## config.mk

```make
export PLATFORM = sky130hd
export DESIGN_NAME = muldiv_unit
export DESIGN_NICKNAME = d
export VERILOG_FILES = /design/src/rtl/muldiv_unit.sv
export SDC_FILE = /design/constraint.sdc
export NUM_CORES = 1
export LEC_CHECK = 0
export ABC_AREA = 1
export BUFFER_PORTS_ARGS = -buffer_cell sky130_fd_sc_hd__clkbuf_2
export CAP_MARGIN = 5
export CORE_UTILIZATION = 30
export DETAILED_ROUTE_END_ITERATION = 10
export GPL_ROUTABILITY_DRIVEN = 0
export GPL_TIMING_DRIVEN = 0
export PLACE_DENSITY = 0.42
export SLEW_MARGIN = 20
export SYNTH_ARGS = -nofsm -noshare
export SYNTH_HDL_FRONTEND = slang
export SYNTH_SLANG_ARGS = --single-unit
```

## constraint.sdc

```tcl
create_clock -name clk -period 7.23 [get_ports clk]
set_input_delay 2.169 -clock clk [delete_from_list [all_inputs] [get_ports clk]]
set_output_delay 2.169 -clock clk [all_outputs]
set_load 0.03 [all_outputs]
```

## src/rtl/muldiv_unit.sv

```systemverilog
// Iterative RV32M/RV64M multiply/divide unit: shift-add multiply and restoring
// divide, one result bit per cycle, with a valid/ready result handshake.
module muldiv_unit #(
    parameter int XLEN = 32
) (
    input  logic            clk,
    input  logic            reset,
    input  logic            valid_i,
    output logic            ready_o,
    input  logic [2:0]      funct3_i,
    input  logic [XLEN-1:0] a_i,
    input  logic [XLEN-1:0] b_i,
    input  logic            kill_i,
    output logic            valid_o,
    output logic [XLEN-1:0] result_o,
    input  logic            ready_i
);

    localparam int CW = $clog2(XLEN);

    localparam logic [2:0] F_MUL    = 3'b000;
    localparam logic [2:0] F_MULH   = 3'b001;
    localparam logic [2:0] F_MULHSU = 3'b010;
    localparam logic [2:0] F_MULHU  = 3'b011;
    localparam logic [2:0] F_DIV    = 3'b100;
    localparam logic [2:0] F_DIVU   = 3'b101;
    localparam logic [2:0] F_REM    = 3'b110;
    localparam logic [2:0] F_REMU   = 3'b111;

    typedef enum logic [1:0] {
        S_IDLE,
        S_CALC,
        S_DONE
    } state_t;

    function automatic logic [XLEN-1:0] cond_neg(input logic [XLEN-1:0] v, input logic n);
        return n ? (~v + {{(XLEN-1){1'b0}}, 1'b1}) : v;
    endfunction

    function automatic logic [2*XLEN-1:0] cond_neg2(input logic [2*XLEN-1:0] v, input logic n);
        return n ? (~v + {{(2*XLEN-1){1'b0}}, 1'b1}) : v;
    endfunction

    state_t              state_q, state_d;
    logic [CW-1:0]       cnt_q, cnt_d;
    logic [2:0]          op_q, op_d;
    logic                sa_q, sa_d;
    logic                sb_q, sb_d;
    logic [XLEN-1:0]     bmag_q, bmag_d;
    logic [2*XLEN-1:0]   acc_q, acc_d;
    logic [XLEN-1:0]     result_q, result_d;

    logic                a_signed, b_signed, in_sa, in_sb;
    logic signed [XLEN-1:0] a_sgn, b_sgn;
    logic [XLEN-1:0]     a_mag, b_mag, fast_res;
    logic                div0, ovf;
    logic [XLEN:0]       mul_sum, rem_sh;
    logic [XLEN-1:0]     div_diff;
    logic                div_ge;
    logic [2*XLEN-1:0]   mul_next, div_next, step, prod;
    logic [XLEN-1:0]     final_res;

    always_comb begin
        a_sgn    = a_i;
        b_sgn    = b_i;
        a_signed = (funct3_i == F_MULH) || (funct3_i == F_MULHSU) ||
                   (funct3_i == F_DIV)  || (funct3_i == F_REM);
        b_signed = (funct3_i == F_MULH) || (funct3_i == F_DIV) || (funct3_i == F_REM);
        in_sa    = a_signed && a_sgn[XLEN-1];
        in_sb    = b_signed && b_sgn[XLEN-1];
        a_mag    = cond_neg(a_i, in_sa);
        b_mag    = cond_neg(b_i, in_sb);

        // Division corner cases resolve without iterating
        div0 = funct3_i[2] && (b_i == '0);
        ovf  = ((funct3_i == F_DIV) || (funct3_i == F_REM)) &&
               (a_i == {1'b1, {(XLEN-1){1'b0}}}) && (b_i == '1);
        fast_res = '0;
        if (div0) begin
            fast_res = funct3_i[1] ? a_i : '1;
        end else if (ovf) begin
            fast_res = funct3_i[1] ? '0 : a_i;
        end
    end

    always_comb begin
        // Multiply: accumulate into the upper half, retire multiplier bits from the bottom
        mul_sum  = {1'b0, acc_q[2*XLEN-1:XLEN]} + {1'b0, (acc_q[0] ? bmag_q : {XLEN{1'b0}})};
        mul_next = {mul_sum, acc_q[XLEN-1:1]};

        // Divide: remainder in the upper half, dividend shifts out as quotient shifts in
        rem_sh   = acc_q[2*XLEN-1:XLEN-1];
        div_ge   = rem_sh >= {1'b0, bmag_q};
        div_diff = rem_sh[XLEN-1:0] - bmag_q;
        div_next = {(div_ge ? div_diff : rem_sh[XLEN-1:0]), acc_q[XLEN-2:0], div_ge};

        step = op_q[2] ? div_next : mul_next;
        prod = cond_neg2(step, sa_q ^ sb_q);

        case (op_q)
            F_MUL:                     final_res = prod[XLEN-1:0];
            F_MULH, F_MULHSU, F_MULHU: final_res = prod[2*XLEN-1:XLEN];
            F_DIV, F_DIVU:             final_res = cond_neg(step[XLEN-1:0], sa_q ^ sb_q);
            default:                   final_res = cond_neg(step[2*XLEN-1:XLEN], sa_q);
        endcase
    end

    always_comb begin
        state_d  = state_q;
        cnt_d    = cnt_q;
        op_d     = op_q;
        sa_d     = sa_q;
        sb_d     = sb_q;
        bmag_d   = bmag_q;
        acc_d    = acc_q;
        result_d = result_q;

        case (state_q)
            S_IDLE: begin
                if (valid_i && !kill_i) begin
                    op_d   = funct3_i;
                    sa_d   = in_sa;
                    sb_d   = in_sb;
                    bmag_d = b_mag;
                    if (div0 || ovf) begin
                        result_d = fast_res;
                        state_d  = S_DONE;
                    end else begin
                        acc_d   = {{XLEN{1'b0}}, a_mag};
                        cnt_d   = CW'(XLEN - 1);
                        state_d = S_CALC;
                    end
                end
            end
            S_CALC: begin
                acc_d = step;
                if (cnt_q == '0) begin
                    result_d = final_res;
                    state_d  = S_DONE;
                end else begin
                    cnt_d = cnt_q - 1'b1;
                end
            end
            S_DONE: begin
                if (ready_i) begin
                    state_d = S_IDLE;
                end
            end
            default: state_d = S_IDLE;
        endcase

        // Flush wins over accept, completion and consumption
        if (kill_i) begin
            state_d  = S_IDLE;
            result_d = result_q;
        end
    end

    always_ff @(posedge clk or posedge reset) begin
        if (reset) begin
            state_q  <= S_IDLE;
            cnt_q    <= '0;
            op_q     <= '0;
            sa_q     <= 1'b0;
            sb_q     <= 1'b0;
            bmag_q   <= '0;
            acc_q    <= '0;
            result_q <= '0;
        end else begin
            state_q  <= state_d;
            cnt_q    <= cnt_d;
            op_q     <= op_d;
            sa_q     <= sa_d;
            sb_q     <= sb_d;
            bmag_q   <= bmag_d;
            acc_q    <= acc_d;
            result_q <= result_d;
        end
    end

    assign ready_o  = (state_q == S_IDLE);
    assign valid_o  = (state_q == S_DONE);
    assign result_o = result_q;

endmodule

```

## After elaboration in Yosys (flattened, before gate mapping)

Index checks and enable logic that the tools add are counted.

- Bits in registers: 140
- Bits of input ports: 72
- Output and inout port bits: 34

- Add/sub/neg operators: 8
- $lt $le $gt $ge: 1
- Equality and inequality tests: 21
- Muxes and demuxes: 30
- Bitwise logic cells: 7
- Reductions and logical operators: 26

Operator list:

| cell | count |
|---|---|
| $mux W32 | 13 |
| $mux W64 | 4 |
| $add A32 B1 Y32 const B | 4 |
| $not A32 Y32 | 4 |
| $pmux W64 S2 | 1 |
| $pmux W32 S3 | 1 |
| $add A64 B1 Y64 const B | 1 |
| $eq A32 B32 Y1 const B | 2 |
| $not A64 Y64 | 1 |
| $pmux W32 S2 | 1 |
| $add A32 B32 Y33 | 1 |
| $ge A33 B32 Y1 | 1 |
| $logic_not A32 Y1 | 1 |
| $sub A32 B32 Y32 | 1 |
| $mux W5 | 3 |
| $eq A3 B3 Y1 const B | 4 |
| $mux W2 | 5 |
| $pmux W5 S2 | 1 |
| $eq A3 B2 Y1 const B | 3 |
| $logic_or A1 B1 Y1 | 7 |
| $eq A3 B1 Y1 const B | 2 |
| $logic_and A1 B1 Y1 | 6 |
| $ne A2 B2 Y1 const B | 3 |
| $pmux W2 S3 | 1 |
| 20 further kinds | 22 |

## Logic depth before layout (Yosys ltp)

- Depth after elaboration: 9
- Mapped depth: 33
- Gate-level depth less buffers: 33

## Worst setup path before layout

OpenSTA, ideal clock, no wires.

- Path kind: in2reg
- Start: in b_i[0]
- End: reg cnt_q[2]
- Arrival: 4306 ps
- Data required time: 7102 ps
- Slack: 2796 ps
- Cell stages on the path: 21
- Buffers on the path: 0
- Cells stage by stage: inv_1 > ha_1 > nand3_1 > nor3_2 > nand2_1 > nor2_1 > inv_1 > nor2_1 > nand3_1 > nor3_2 > inv_2 > nor2_2 > nand4_1 > nand2_1 > a21boi_1 > clkinv_1 > a21oi_1 > inv_1 > nor2_1 > a21oi_1 > o21ai_0

- Word-level cells in the longest chain between the ends: 5
- Elaborated cells on any way between the ends: 7

Ends and longest elaborated chain:

| what | line | RTL |
|---|---|---|
| start, declared | 12 | `input logic [XLEN-1:0] b_i,` |
| $eq A32 B32 Y1 or $logic_not A32 Y1 (tied branches) | 77, 75 |  |
| $logic_and A1 B1 Y1, on equally long branches | 77, 75 |  |
| $logic_or A1 B1 Y1 * | 125 | `if (div0 \|\| ovf) begin` |
| $ne A2 B2 Y1 (no line) * | -- |  |
| $reduce_and A4 Y1 (no line) * | -- |  |
| end signal, assigned | 171 | `cnt_q <= cnt_d;` |
| end, declared | 45 | `logic [CW-1:0] cnt_q, cnt_d;` |

Every way passes the cells marked *; elsewhere a longest branch is shown, timed or not.
A chain may end at the register's enable or synchronous reset.

## Final worst setup path

- Start: in b_i[0]
- End: reg result_q[20], in the netlist result_o[20]

- Word-level cells in the longest chain between the ends: 7
- Elaborated cells on any way between the ends: 12

Ends and longest elaborated chain:

| what | line | RTL |
|---|---|---|
| $eq A32 B32 Y1 | 77 | `(a_i == {1'b1, {(XLEN-1){1'b0}}}) && (b_i == '1);` |
| $logic_and A1 B1 Y1 | 77 |  |
| $mux W32 | 81 | `end else if (ovf) begin` |
| $mux W32 | 79 | `if (div0) begin` |
| $mux W32 | 125 |  |
| $mux W32 | 120 | `if (valid_i && !kill_i) begin` |
| $pmux W32 S2 | 118 | `case (state_q)` |
| end signal, assigned | 177 | `result_q <= result_d;` |
| end, declared | 51 | `logic [XLEN-1:0] result_q, result_d;` |

Several ways; a longest one is shown, not always the timed one. The select of a mux whose other input is x is not followed.

==> flow_summary_export.csv <==
group,metric,value,unit
run_status,outcome,"finished, final reports clean",
clock_tree,cts_tree,"done",
worst_setup_path,cp.required,7.58,ns
floorplanning,die_y,242.6,µm
floorplanning,dieArea,58860,µm²
finish,drive_gt1_share,10.53,%
clock_tree,clkSinkCount,140,
routing,drc,0,
clock_tree,clkTransAtPathRegs,0.06,ns
timing,skew,0.01643,ns
placed_design,dp_hpwl,70.35,mm
worst_setup_path,worstSetupPathType,"primary input to register",
floorplanning,die_x,242.6,µm
synthesis,postSynthAreaPerCell,5.813,µm²
job,maxCapViolCount,0,
placed_design,dp.cells,3850,
synthesis,synth_most_common_cell,"nand2_1",
synthesis,ys_seq_elements,140,
timing,fin_crit,5.536,ns
worst_setup_path,worstPathArrival,5.89,ns
synthesis,yosysSeqAreaShare,20.17,%
placed_design,pre_cts_slack,1.162,ns
routing,routed_via_density,5.156,
synthesis,synthFlopType,"dfrtp_1",
pwr,irDropWorstVdd,0.0002214,V
routing,drt_iter0_markers,1998,
timing,setup_slack,1.694,ns
timing,setup_viol,0,
min_path,holdCritPathClass,"register to register",
routing,drt_wl_total,82.78,mm
synthesis,async_reset_ff_share,100.0,%
synthesis,synth_area,17370,µm²
grt,first_global_vias,18870,
grt,grt_pass1_wl,121.8,mm
pwr,cellPowerDensity,529.3,nW/µm²
routing,vias,20000,
grt,grt_max_degree,80,
timing,fmaxAchievable,0.1806,GHz
placed_design,place_area,18870,µm²
timing,post-route-period-util,76.58,%
clock_tree,clock_latency,0.49,ns
finish,n_antenna_cell,0,
floorplanning,core.rowCount,87,
finish,areaGrowthSynthToFinish,11.93,%
synthesis,synth_nets,3133,
floorplanning,ioPinCount,106,
worst_setup_path,crit_path_max_fanout,10,
clock_tree,cts_root_buffer,"clkbuf_16",
synthesis,ys_warn_count,0,
finish,layout.cells.non_filler,3880,
routing,avgRoutedWirePerCell,21.33,µm
timing,hold_violations,0,
synthesis,synth_cells,2988,
pwr,leakage,10.53,nW
clock_tree,htreeDepth,4,
finish,nets,3258,
synthesis,synth_common_cells,"nand2_1 (916), inv_1 (452), nor2_1 (289)",
synthesis,synth.top_cell.area_share,20.17,%
synthesis,yosysTopAreaCell,"dfrtp_1",
clock_tree,cts_buffers,17,
clock_tree,post_cts_buffers,0,
placed_design,portBuffers,105,
grt,antenna_found_initial,2,
timing,rsz0062_at_grt,"false",
clock_tree,cts_resized,0,
grt,grt-ovfl-total,0,
worst_setup_path,setup.worst_path.start_class,"primary input",
finish,n_fill_cell,6555,
timing,worst-slew-pin-transition,0.8613,ns
routing,ant_nets,0,
grt,track_usage,28.04,%
floorplanning,start_util,30.57,%
clock_tree,clockBufferDepth,2,
routing,drt-pass1-iter-count,6,
worst_setup_path,cp-end-kind,"register",
floorplanning,core_area,56820,µm²
clock_tree,holdBufCountCts,0,
synthesis,synth_edf_count,0,
synthesis,synth_cell_types,59,
timing,slew_headroom,41.97,%
synthesis,synth_area_leaders,"dfrtp_1 (20%), nand2_1 (20%), inv_1 (9.8%), nand3_1 (6.9%), nor2_1 (6.2%)",
timing,drv_slew,0,
finish,stdcell_area,19440,µm²
power by group:
part           switching [mW]  internal [mW]  leakage (nW)
sequential              0.390           1.11          1.72
combinational            5.69           2.20          8.54
clock                   0.389          0.512         0.268
total                    6.47           3.82          10.5
logic make-up (layout without fill, tap and decap cells):
kind of cell / after synthesis / count (layout) / synth area share [%]
compound gates: 451 / 451 / 14.42
fa+ha+maj: 73 / 73 / 5.345
xor+xnor: 77 / 77 / 3.883
simple gates: 1681 / 1681 / 42.86
flops: 140 / 140 / 20.17
buf+inv: 566 / 702 / 13.31
worst max-delay path, cell delays in order:
cell and delay, ns:
clkbuf_2 0.12, inv_1 0.08, ha_1 0.16, nand3_1 0.13, nor3_2 0.16, nand2_1 0.10, nor2_1 0.10, inv_1 0.07
nor2_1 0.15, nand3_1 0.15, nor3_2 0.26, inv_2 0.06, nor2_2 0.17, nand4_1 0.40, nand3_1 0.25, nand2_1 0.32
clkbuf_1 0.45, a21oi_1 0.46, a21oi_1 0.12
per-layer routing:
| layer | wire length (µm) | up-vias | global-route usage [%] |
|---|---|---|---|
| met2 | 34160 | 722 | 41.29 |
| met4 | 2873 | 0 | 10.38 |
| met1 | 39410 | 9354 | 39.88 |
| met5 | 0 | - | 0 |
| met3 | 6331 | 110 | 5.805 |
| li1 | - | 9818 | - |
path summary, 6_finish.rpt:
check                           start  slack [ns]            to  cells past startpoint
max                            b_i[0]        1.69  result_o[20]                     19
min                          cnt_q[4]        0.49      cnt_q[4]                      2
max reg2reg                bmag_q[29]        1.90  result_o[12]                     27
min reg2reg                  cnt_q[4]        0.49      cnt_q[4]                      2
max in group asynchronous       reset        4.68  result_o[20]                      3
min in group asynchronous       reset        1.71    bmag_q[19]                      2
cells in the final DEF (no fill, tap or decap), types with 11 or more instances in the layout:
cell type | Yosys | final
o22ai_1 | 15 | 15
nand3_2 | 20 | 20
nor2_1 | 289 | 289
clkbuf_2 | 0 | 105
nor3_1 | 27 | 27
a21oi_1 | 173 | 173
buf_2 | 25 | 25
xor2_1 | 68 | 68
nor2_2 | 36 | 36
clkbuf_16 | 0 | 17
dfrtp_1 | 140 | 140
o21ai_1 | 19 | 19
nand2_1 | 916 | 916
buf_6 | 12 | 12
nand3b_1 | 11 | 11
nor4_1 | 12 | 12
clkbuf_1 | 42 | 44
o221ai_1 | 14 | 14
inv_1 | 452 | 451
nand4_1 | 58 | 58
or2_2 | 14 | 14
ha_1 | 71 | 71
o21ai_0 | 173 | 173
nand2_2 | 20 | 20
inv_2 | 19 | 19
nand3_1 | 240 | 240
metrics by stage:
stage / util, % / power [mW] / hold WS, ns / setup TNS (ns)
finish: 34.21 / 10.29 / 0.4923 / 0
global route: 34.21 / 11.14 / 0.5353 / 0
CTS: 34.21 / 10.22 / 0.5024 / 0
detailed placement: 33.22 / 9.281 / 0.4720 / 0
global placement: 33.16 / 9.287 / 0.4661 / -98.94
floorplan: - / 6.629 / 0.4515 / 0
registers in the layout, summed over array words and instances, names as in the netlist:
signal / cells
acc_q: 64
sb_q: 1
bmag_q: 32
result_o: 32
op_q: 3
sa_q: 1
cnt_q: 5
state_q: 2
cell type report:
class	count	area (µm²)	share of cell area, %
clock buffers	20	446.7	2.298
clock inverters	10	118.9	0.6114
multi-input cells	2282	11550	59.43
repair buffers	106	553.0	2.845
well taps	756	945.9	4.866
plain buffers	93	536.8	2.761
inverters	473	1783	9.172
flip-flops and latches	140	3503	18.02
(Power assumes the default switching activity.)
